$ cat src/rtl/keypad_pkg.sv
// Shared types for the keypad scanner: event record, frame-result encoding
// and the key-code width helper.
package keypad_pkg;

    localparam int MAX_CODE_W = 6;

    typedef enum logic [1:0] {
        FR_NONE  = 2'd0,
        FR_KEY   = 2'd1,
        FR_MULTI = 2'd2
    } frame_e;

    typedef struct packed {
        logic                  press;
        logic [MAX_CODE_W-1:0] code;
    } evt_t;

    function automatic int code_w(input int nkeys);
        return (nkeys <= 2) ? 1 : $clog2(nkeys);
    endfunction

endpackage

$ cat src/rtl/keypad_event_fifo.sv
// Synchronous event FIFO with registered head (valid/head never glitch) and
// a sticky overflow flag for pushes dropped while full.
module keypad_event_fifo
    import keypad_pkg::*;
#(
    parameter int DEPTH = 4
) (
    input  logic clk,
    input  logic rst,
    input  logic push_i,
    input  evt_t push_data_i,
    input  logic ready_i,
    output logic valid_o,
    output evt_t head_o,
    output logic overflow_o
);
    localparam int PTR_W = $clog2(DEPTH);

    evt_t             mem_q [DEPTH];
    logic [PTR_W-1:0] wr_ptr_q, wr_ptr_d, rd_ptr_q, rd_ptr_d;
    logic [PTR_W:0]   count_q, count_d;
    logic             valid_q, overflow_q, overflow_d;
    evt_t             head_q, head_d;
    logic             full, pop, push_ok;

    always_comb begin
        full       = (count_q == (PTR_W+1)'(DEPTH));
        pop        = valid_q && ready_i;
        push_ok    = push_i && (!full || pop);
        rd_ptr_d   = rd_ptr_q + PTR_W'(pop);
        wr_ptr_d   = wr_ptr_q + PTR_W'(push_ok);
        count_d    = count_q + (PTR_W+1)'(push_ok) - (PTR_W+1)'(pop);
        overflow_d = overflow_q || (push_i && full && !pop);
        head_d     = head_q;
        // When the FIFO drains to zero this cycle, the new head is the word being pushed.
        if (count_d != '0) begin
            if ((count_q - (PTR_W+1)'(pop)) == '0) head_d = push_data_i;
            else                                   head_d = mem_q[rd_ptr_d];
        end
    end

    always_ff @(posedge clk) begin
        if (rst) begin
            wr_ptr_q   <= '0;
            rd_ptr_q   <= '0;
            count_q    <= '0;
            valid_q    <= 1'b0;
            overflow_q <= 1'b0;
            head_q     <= '0;
        end else begin
            wr_ptr_q   <= wr_ptr_d;
            rd_ptr_q   <= rd_ptr_d;
            count_q    <= count_d;
            valid_q    <= (count_d != '0);
            overflow_q <= overflow_d;
            head_q     <= head_d;
        end
    end

    always_ff @(posedge clk) begin
        if (push_ok) mem_q[wr_ptr_q] <= push_data_i;
    end

    assign valid_o    = valid_q;
    assign head_o     = head_q;
    assign overflow_o = overflow_q;

endmodule

$ cat src/rtl/keypad_scanner.sv
// Matrix keypad scanner: one-hot column drive, 2-flop row sync, frame-wide
// debounce and an event FIFO. Auto-repeat is built only with KEYPAD_REPEAT_EN.
module keypad_scanner
    import keypad_pkg::*;
#(
    parameter int NROWS          = 4,
    parameter int NCOLS          = 4,
    parameter int SETTLE_CYCLES  = 4,
    parameter int DEBOUNCE_SCANS = 3,
    parameter int FIFO_DEPTH     = 4,
    parameter int REPEAT_DELAY   = 32,
    parameter int REPEAT_RATE    = 8,
    localparam int CODE_W        = code_w(NROWS * NCOLS)
) (
    input  logic              clk,
    input  logic              rst,
    output logic [NCOLS-1:0]  cols,
    input  logic [NROWS-1:0]  rows,
    output logic              evt_valid,
    input  logic              evt_ready,
    output logic              evt_press,
    output logic [CODE_W-1:0] evt_code,
    output logic              key_held,
    output logic [CODE_W-1:0] key_code,
    output logic              multi_seen,
    output logic              overflow
);
    localparam int COL_W = $clog2(NCOLS);
    localparam int DW_W  = $clog2(SETTLE_CYCLES);

    logic [NROWS-1:0]  rows_s1_q, rows_s2_q;
    logic [COL_W-1:0]  col_q, col_d;
    logic [DW_W-1:0]   dwell_q, dwell_d;
    logic [1:0]        nkeys_q, nkeys_d, colcnt, tot;
    logic [CODE_W-1:0] fcode_q, fcode_d, newcode;
    frame_e            res_q, res_d;
    logic [CODE_W-1:0] res_code_q, res_code_d;
    logic              res_vld_q, res_vld_d;
    logic              acc_held_q, acc_held_d, cand_held_q, cand_held_d;
    logic [CODE_W-1:0] acc_code_q, acc_code_d, cand_code_q, cand_code_d;
    logic [3:0]        cnt_q, cnt_d, new_cnt;
    logic              pend_q, pend_d, multi_q, multi_d;
    logic [CODE_W-1:0] pend_code_q, pend_code_d;
    logic              sample, last_col, r_held, accept;
    logic [CODE_W-1:0] r_code;
    int                crow;
    logic              push;
    evt_t              push_data, head;
`ifdef KEYPAD_REPEAT_EN
    logic [15:0]       rep_q, rep_d;
`endif

    always_comb begin
        cols          = '0;
        cols[col_q]   = 1'b1;
        sample        = (dwell_q == DW_W'(SETTLE_CYCLES - 1));
        last_col      = (col_q == COL_W'(NCOLS - 1));
        dwell_d       = sample ? '0 : dwell_q + 1'b1;
        col_d         = col_q;
        if (sample) col_d = last_col ? '0 : col_q + 1'b1;

        colcnt = '0;
        crow   = 0;
        for (int r = 0; r < NROWS; r++) begin
            if (rows_s2_q[r]) begin
                if (colcnt != 2'd2) colcnt = colcnt + 1'b1;
                crow = r;
            end
        end
        // Key count saturates at 2: anything above one key is a ghost/multi frame.
        if (nkeys_q == 2'd0)     tot = colcnt;
        else if (colcnt == 2'd0) tot = nkeys_q;
        else                     tot = 2'd2;
        newcode = (nkeys_q == 2'd0 && colcnt == 2'd1) ? CODE_W'(crow * NCOLS + int'(col_q)) : fcode_q;

        nkeys_d    = nkeys_q;
        fcode_d    = fcode_q;
        res_d      = res_q;
        res_code_d = res_code_q;
        res_vld_d  = 1'b0;
        if (sample) begin
            if (last_col) begin
                res_d      = (tot == 2'd0) ? FR_NONE : (tot == 2'd1) ? FR_KEY : FR_MULTI;
                res_code_d = (tot == 2'd1) ? newcode : '0;
                res_vld_d  = 1'b1;
                nkeys_d    = '0;
                fcode_d    = '0;
            end else begin
                nkeys_d = tot;
                fcode_d = newcode;
            end
        end
    end

    always_comb begin
        r_held      = (res_q == FR_KEY);
        r_code      = r_held ? res_code_q : '0;
        acc_held_d  = acc_held_q;
        acc_code_d  = acc_code_q;
        cand_held_d = cand_held_q;
        cand_code_d = cand_code_q;
        cnt_d       = cnt_q;
        new_cnt     = '0;
        accept      = 1'b0;
        multi_d     = multi_q || (res_vld_q && res_q == FR_MULTI);
        if (res_vld_q) begin
            if (r_held == acc_held_q && r_code == acc_code_q) begin
                cnt_d = '0;
            end else begin
                if (cnt_q != '0 && r_held == cand_held_q && r_code == cand_code_q) begin
                    new_cnt = cnt_q + 1'b1;
                end else begin
                    cand_held_d = r_held;
                    cand_code_d = r_code;
                    new_cnt     = 4'd1;
                end
                if (new_cnt == 4'(DEBOUNCE_SCANS)) begin
                    accept     = 1'b1;
                    acc_held_d = r_held;
                    acc_code_d = r_code;
                    cnt_d      = '0;
                end else begin
                    cnt_d = new_cnt;
                end
            end
        end

        push        = 1'b0;
        push_data   = '0;
        pend_d      = 1'b0;
        pend_code_d = pend_code_q;
        if (pend_q) begin
            push      = 1'b1;
            push_data = '{press: 1'b1, code: MAX_CODE_W'(pend_code_q)};
        end
        // Key-to-key rollover: release now, press of the new key one cycle later.
        if (accept) begin
            push = 1'b1;
            if (acc_held_q && r_held) begin
                push_data   = '{press: 1'b0, code: MAX_CODE_W'(acc_code_q)};
                pend_d      = 1'b1;
                pend_code_d = r_code;
            end else if (r_held) begin
                push_data = '{press: 1'b1, code: MAX_CODE_W'(r_code)};
            end else begin
                push_data = '{press: 1'b0, code: MAX_CODE_W'(acc_code_q)};
            end
        end
`ifdef KEYPAD_REPEAT_EN
        rep_d = rep_q;
        if (accept) begin
            rep_d = r_held ? 16'(REPEAT_DELAY) : '0;
        end else if (res_vld_q && acc_held_q) begin
            if (rep_q == 16'd1) begin
                push      = 1'b1;
                push_data = '{press: 1'b1, code: MAX_CODE_W'(acc_code_q)};
                rep_d     = 16'(REPEAT_RATE);
            end else if (rep_q != '0) begin
                rep_d = rep_q - 1'b1;
            end
        end
`endif
    end

    always_ff @(posedge clk) begin
        if (rst) begin
            rows_s1_q   <= '0;
            rows_s2_q   <= '0;
            col_q       <= '0;
            dwell_q     <= '0;
            nkeys_q     <= '0;
            fcode_q     <= '0;
            res_q       <= FR_NONE;
            res_code_q  <= '0;
            res_vld_q   <= 1'b0;
            acc_held_q  <= 1'b0;
            acc_code_q  <= '0;
            cand_held_q <= 1'b0;
            cand_code_q <= '0;
            cnt_q       <= '0;
            pend_q      <= 1'b0;
            pend_code_q <= '0;
            multi_q     <= 1'b0;
`ifdef KEYPAD_REPEAT_EN
            rep_q       <= '0;
`endif
        end else begin
            rows_s1_q   <= rows;
            rows_s2_q   <= rows_s1_q;
            col_q       <= col_d;
            dwell_q     <= dwell_d;
            nkeys_q     <= nkeys_d;
            fcode_q     <= fcode_d;
            res_q       <= res_d;
            res_code_q  <= res_code_d;
            res_vld_q   <= res_vld_d;
            acc_held_q  <= acc_held_d;
            acc_code_q  <= acc_code_d;
            cand_held_q <= cand_held_d;
            cand_code_q <= cand_code_d;
            cnt_q       <= cnt_d;
            pend_q      <= pend_d;
            pend_code_q <= pend_code_d;
            multi_q     <= multi_d;
`ifdef KEYPAD_REPEAT_EN
            rep_q       <= rep_d;
`endif
        end
    end

    keypad_event_fifo #(
        .DEPTH(FIFO_DEPTH)
    ) u_fifo (
        .clk        (clk),
        .rst        (rst),
        .push_i     (push),
        .push_data_i(push_data),
        .ready_i    (evt_ready),
        .valid_o    (evt_valid),
        .head_o     (head),
        .overflow_o (overflow)
    );

    assign evt_press  = head.press;
    assign evt_code   = CODE_W'(head.code);
    assign key_held   = acc_held_q;
    assign key_code   = acc_code_q;
    assign multi_seen = multi_q;

endmodule

$ cat config.mk
export PLATFORM = sky130hd
export DESIGN_NAME = keypad_scanner
export DESIGN_NICKNAME = d
export VERILOG_FILES = /design/src/rtl/keypad_pkg.sv /design/src/rtl/keypad_event_fifo.sv /design/src/rtl/keypad_scanner.sv
export SDC_FILE = /design/constraint.sdc
export NUM_CORES = 1
export LEC_CHECK = 0
export CORE_UTILIZATION = 25
export DETAILED_ROUTE_END_ITERATION = 12
export PLACE_DENSITY = 0.48
export SKIP_CTS_REPAIR_TIMING = 1
export SYNTH_ARGS = -nofsm -noshare
export SYNTH_HDL_FRONTEND = slang
export SYNTH_SLANG_ARGS = --single-unit
$ cat constraint.sdc
create_clock -name clk -period 4.6 [get_ports clk]
set_input_delay 0.46 -clock clk [delete_from_list [all_inputs] [get_ports clk]]
set_output_delay 0.46 -clock clk [all_outputs]
set_load 0.03 [all_outputs]
==> results of run 1 <==
[metal layers]
| layer | track usage (%) | vias to the layer above | routed length [microns] |
|---|---|---|---|
| met1 | 14.9 | 1328 | 4120 |
| met5 | 0 | - | 0 |
| met3 | 2.70 | 9 | 397 |
| met2 | 18.3 | 62 | 4070 |
| li1 | - | 1385 | - |
| met4 | 3.85 | 0 | 123 |
[layout by cell type (no fill, tap or decap), types with 5 or more instances in the layout]
cell type	instances
edfxtp_1	20
o31ai_1	6
mux2i_1	15
nor2b_1	19
a21oi_1	15
o21ai_0	13
inv_1	21
nor2_1	35
or3_1	6
buf_4	6
mux4_2	5
clkdlybuf4s50_1	22
nand2_1	18
mux2_2	6
a21boi_0	5
dfxtp_1	59
a2bb2oi_1	5
nand3_1	5
nor3_1	6
nand2b_1	5
nand4_1	12
clkbuf_16	9
xnor2_1	10
ha_1	19
[flip-flops by register name, indices dropped and copies added, names as in the netlist, 4 cells and up]
signal         cells
rows_s1_q          4
fcode_q            4
res_code_q         4
rows_s2_q          4
u_fifo.mem_q      20
key_code           4
pend_code_q        4
cnt_q              4
cand_code_q        4
u_fifo.head_o      5
[through the flow]
stage | hold slack, ns | setup WS, ns | cell area [sq um]
final | 0.423 | 0.591 | 4590
after global routing | 0.451 | 0.268 | 4590
after CTS | 0.426 | 0.552 | 4590
after detailed placement | 0.417 | 0.585 | 4280
after global placement | 0.412 | 0.748 | 4280
after floorplan | 0.404 | 0.964 | 3890
[logic make-up (layout without fill, tap and decap cells)]
group                      after synthesis  in the layout
muxes                                   28             28
and+or+nand+nor                        125            125
DFF                                     79             79
xor gates and xnor gates                12             12
adders and majority gates               20             20
AOI/OAI and AO/OA                       70             70
buffers and inverters                   43             66
[worst paths after layout]
path / to / slack, ns / cells past startpoint
setup / recovery: u_fifo.head_o[3] / 0.59 / 14
hold / removal: dwell_q[0] / 0.42 / 1
setup reg to reg: u_fifo.head_o[3] / 0.59 / 14
hold reg to reg: dwell_q[0] / 0.42 / 1
[power by group]
group	internal (mW)	switching [mW]
clock network	0.427	0.310
registers	0.746	0.0217
logic	0.183	0.234
total	1.36	0.566
[layout make-up]
| type | instances | share of cell area (%) |
|---|---|---|
| Tap cell | 188 | 5.13 |
| Timing Repair Buffer | 29 | 5.89 |
| Inverter | 21 | 1.72 |
| Multi-Input combinational cell | 255 | 41.8 |
| Clock buffer | 9 | 4.91 |
| Clock inverter | 7 | 1.72 |
| Sequential cell | 79 | 38.9 |
[worst max-delay path: stages (launching register included)]
cell	delay [ns]
dfxtp_1	0.38
and2b_4	0.27
ha_1	0.30
o21ai_1	0.09
a221oi_4	0.26
a21oi_2	0.21
a21oi_1	0.47
nor2_1	0.13
ha_1	0.21
fa_1	0.37
xnor2_1	0.14
xnor2_1	0.13
or3_1	0.47
a21boi_0	0.20
a311oi_2	0.28
==> reports/results.tsv, run 1 <==
metric	value	unit
largest net degree at the start of global routing	40	
routed via count	2784	
Clock Skew	0.00696	ns
Placed Cells	572	
Final Util	30.2	%
Antenna diodes	0	
CP Capture Type	flip-flop	
Synth async-reset ratio	0	%
Setup crit start	res_q[1]	
global-route congestion overflow total	0	
port bufs	23	
worst vdd ir	0.000172	V
syn_area_per_cell	10.3	sq um
Yosys cell types	58	
Compound-Gate Fraction of Synth Area	13.7	%
worst hold path class	flip-flop to flip-flop	
top-count cell post-synth	dfxtp_1	
FF-to-FF Start	res_q[1]	
DRC Markers	0	
Fmax	0.249	GHz
H-tree depth	3	
Cell Rows	45	
Detailed Routing Iterations Pass 1	4	
Post-synth EDFFs	20	
clock tree from TritonCTS	built	
Seq. cell area	1780	sq um
Detail Route Antenna Nets	0	
critical path class	flip-flop to flip-flop	
Non-Filler Instances	588	
Clk pin slew, worst setup/hold paths	0.07	ns
slew at the pin closest to its max-slew limit	0.957	ns
TNS Setup	0	ns
RePlAce Congestion	0.797	
Multi-input gate area	1920	sq um
Final min period	4.01	ns
Final HPWL DP	6.11	mm
XOR/XNOR Fraction of Synth Area	2.70	%
io pins	24	
synth warn	0	
Leakage	1.58	nW
final setup fails	0	
synthesized cell area	3890	sq um
final worst path period share	87.2	%
vias in the first global route	2697	
Synth Flop Type	dfxtp_1	
Startpoint Class	flip-flop	
Via density	4.73	
detailed-route wire length	8.72	mm
RSZ-0062 raised after global routing	no	
syn_nets	404	
Longest Clk Path Bufs	2	
antenna violations before repair	0	
adder-cell share of the synthesized area	6.63	%
relative slew slack	35.7	%
crit path max fanout	15	
Yosys top cell by area	dfxtp_1	
area of the core	15200	sq um
synth cell count leaders	59 x dfxtp_1, 35 x nor2_1, 21 x inv_1	
Final Max Slew Viols	0	
Synth Instances	377	
WL/cell	14.8	microns
initial core utilization	25.6	%
share of the synthesized area in the top cell type	30.4	%
die height	127	microns
fraction of layout cells with a size suffix above 1	12.5	%
Chip Width	127	microns
outcome	completed	
post-synthesis register bit count	79	
root buf cell	clkbuf_16	
synth-to-layout area growth	17.9	%
Skew-Pair Late Insertion Delay	0.34	ns
CTS Sinks	79	
drt first-iter violations	150	
multiplexer area fraction after synthesis	9.07	%
Final Hold Viols	0	
maxcap violations	0	
CP arrival	4.26	ns
CTS Buf Count	9	
first-pass GRT wire length	14.1	mm
hold path startpoint	dwell_q[0]	
Layout Nets	422	
largest family of logic cells by synthesized area	simple AND/OR/NAND/NOR gates	
PD cells	419	nW/um^2
Synth Area in Simple Gates	17.1	%
GR Util All Layers	11.3	%
Req. time, crit path	4.86	ns
synth top area cells	dfxtp_1 30%, edfxtp_1 15%, ha_1 6.1%	
fillers	1582	
Pwr Total	1.92	mW
Seq/Total Area, Yosys	45.8	%
Die Area	16100	sq um
No activity file was read; power rests on OpenSTA's default activity.
==> run 2: changes to the inputs <==
--- a/config.mk
+++ b/config.mk
@@ -5,6 +5,7 @@
 export SDC_FILE = /design/constraint.sdc
 export NUM_CORES = 1
 export LEC_CHECK = 0
+export ABC_AREA = 0
 export CORE_UTILIZATION = 25
 export DETAILED_ROUTE_END_ITERATION = 12
 export PLACE_DENSITY = 0.48
==> results of run 2 <==
Same layout as run 1: the final DEF is identical, and so are final timing and power.
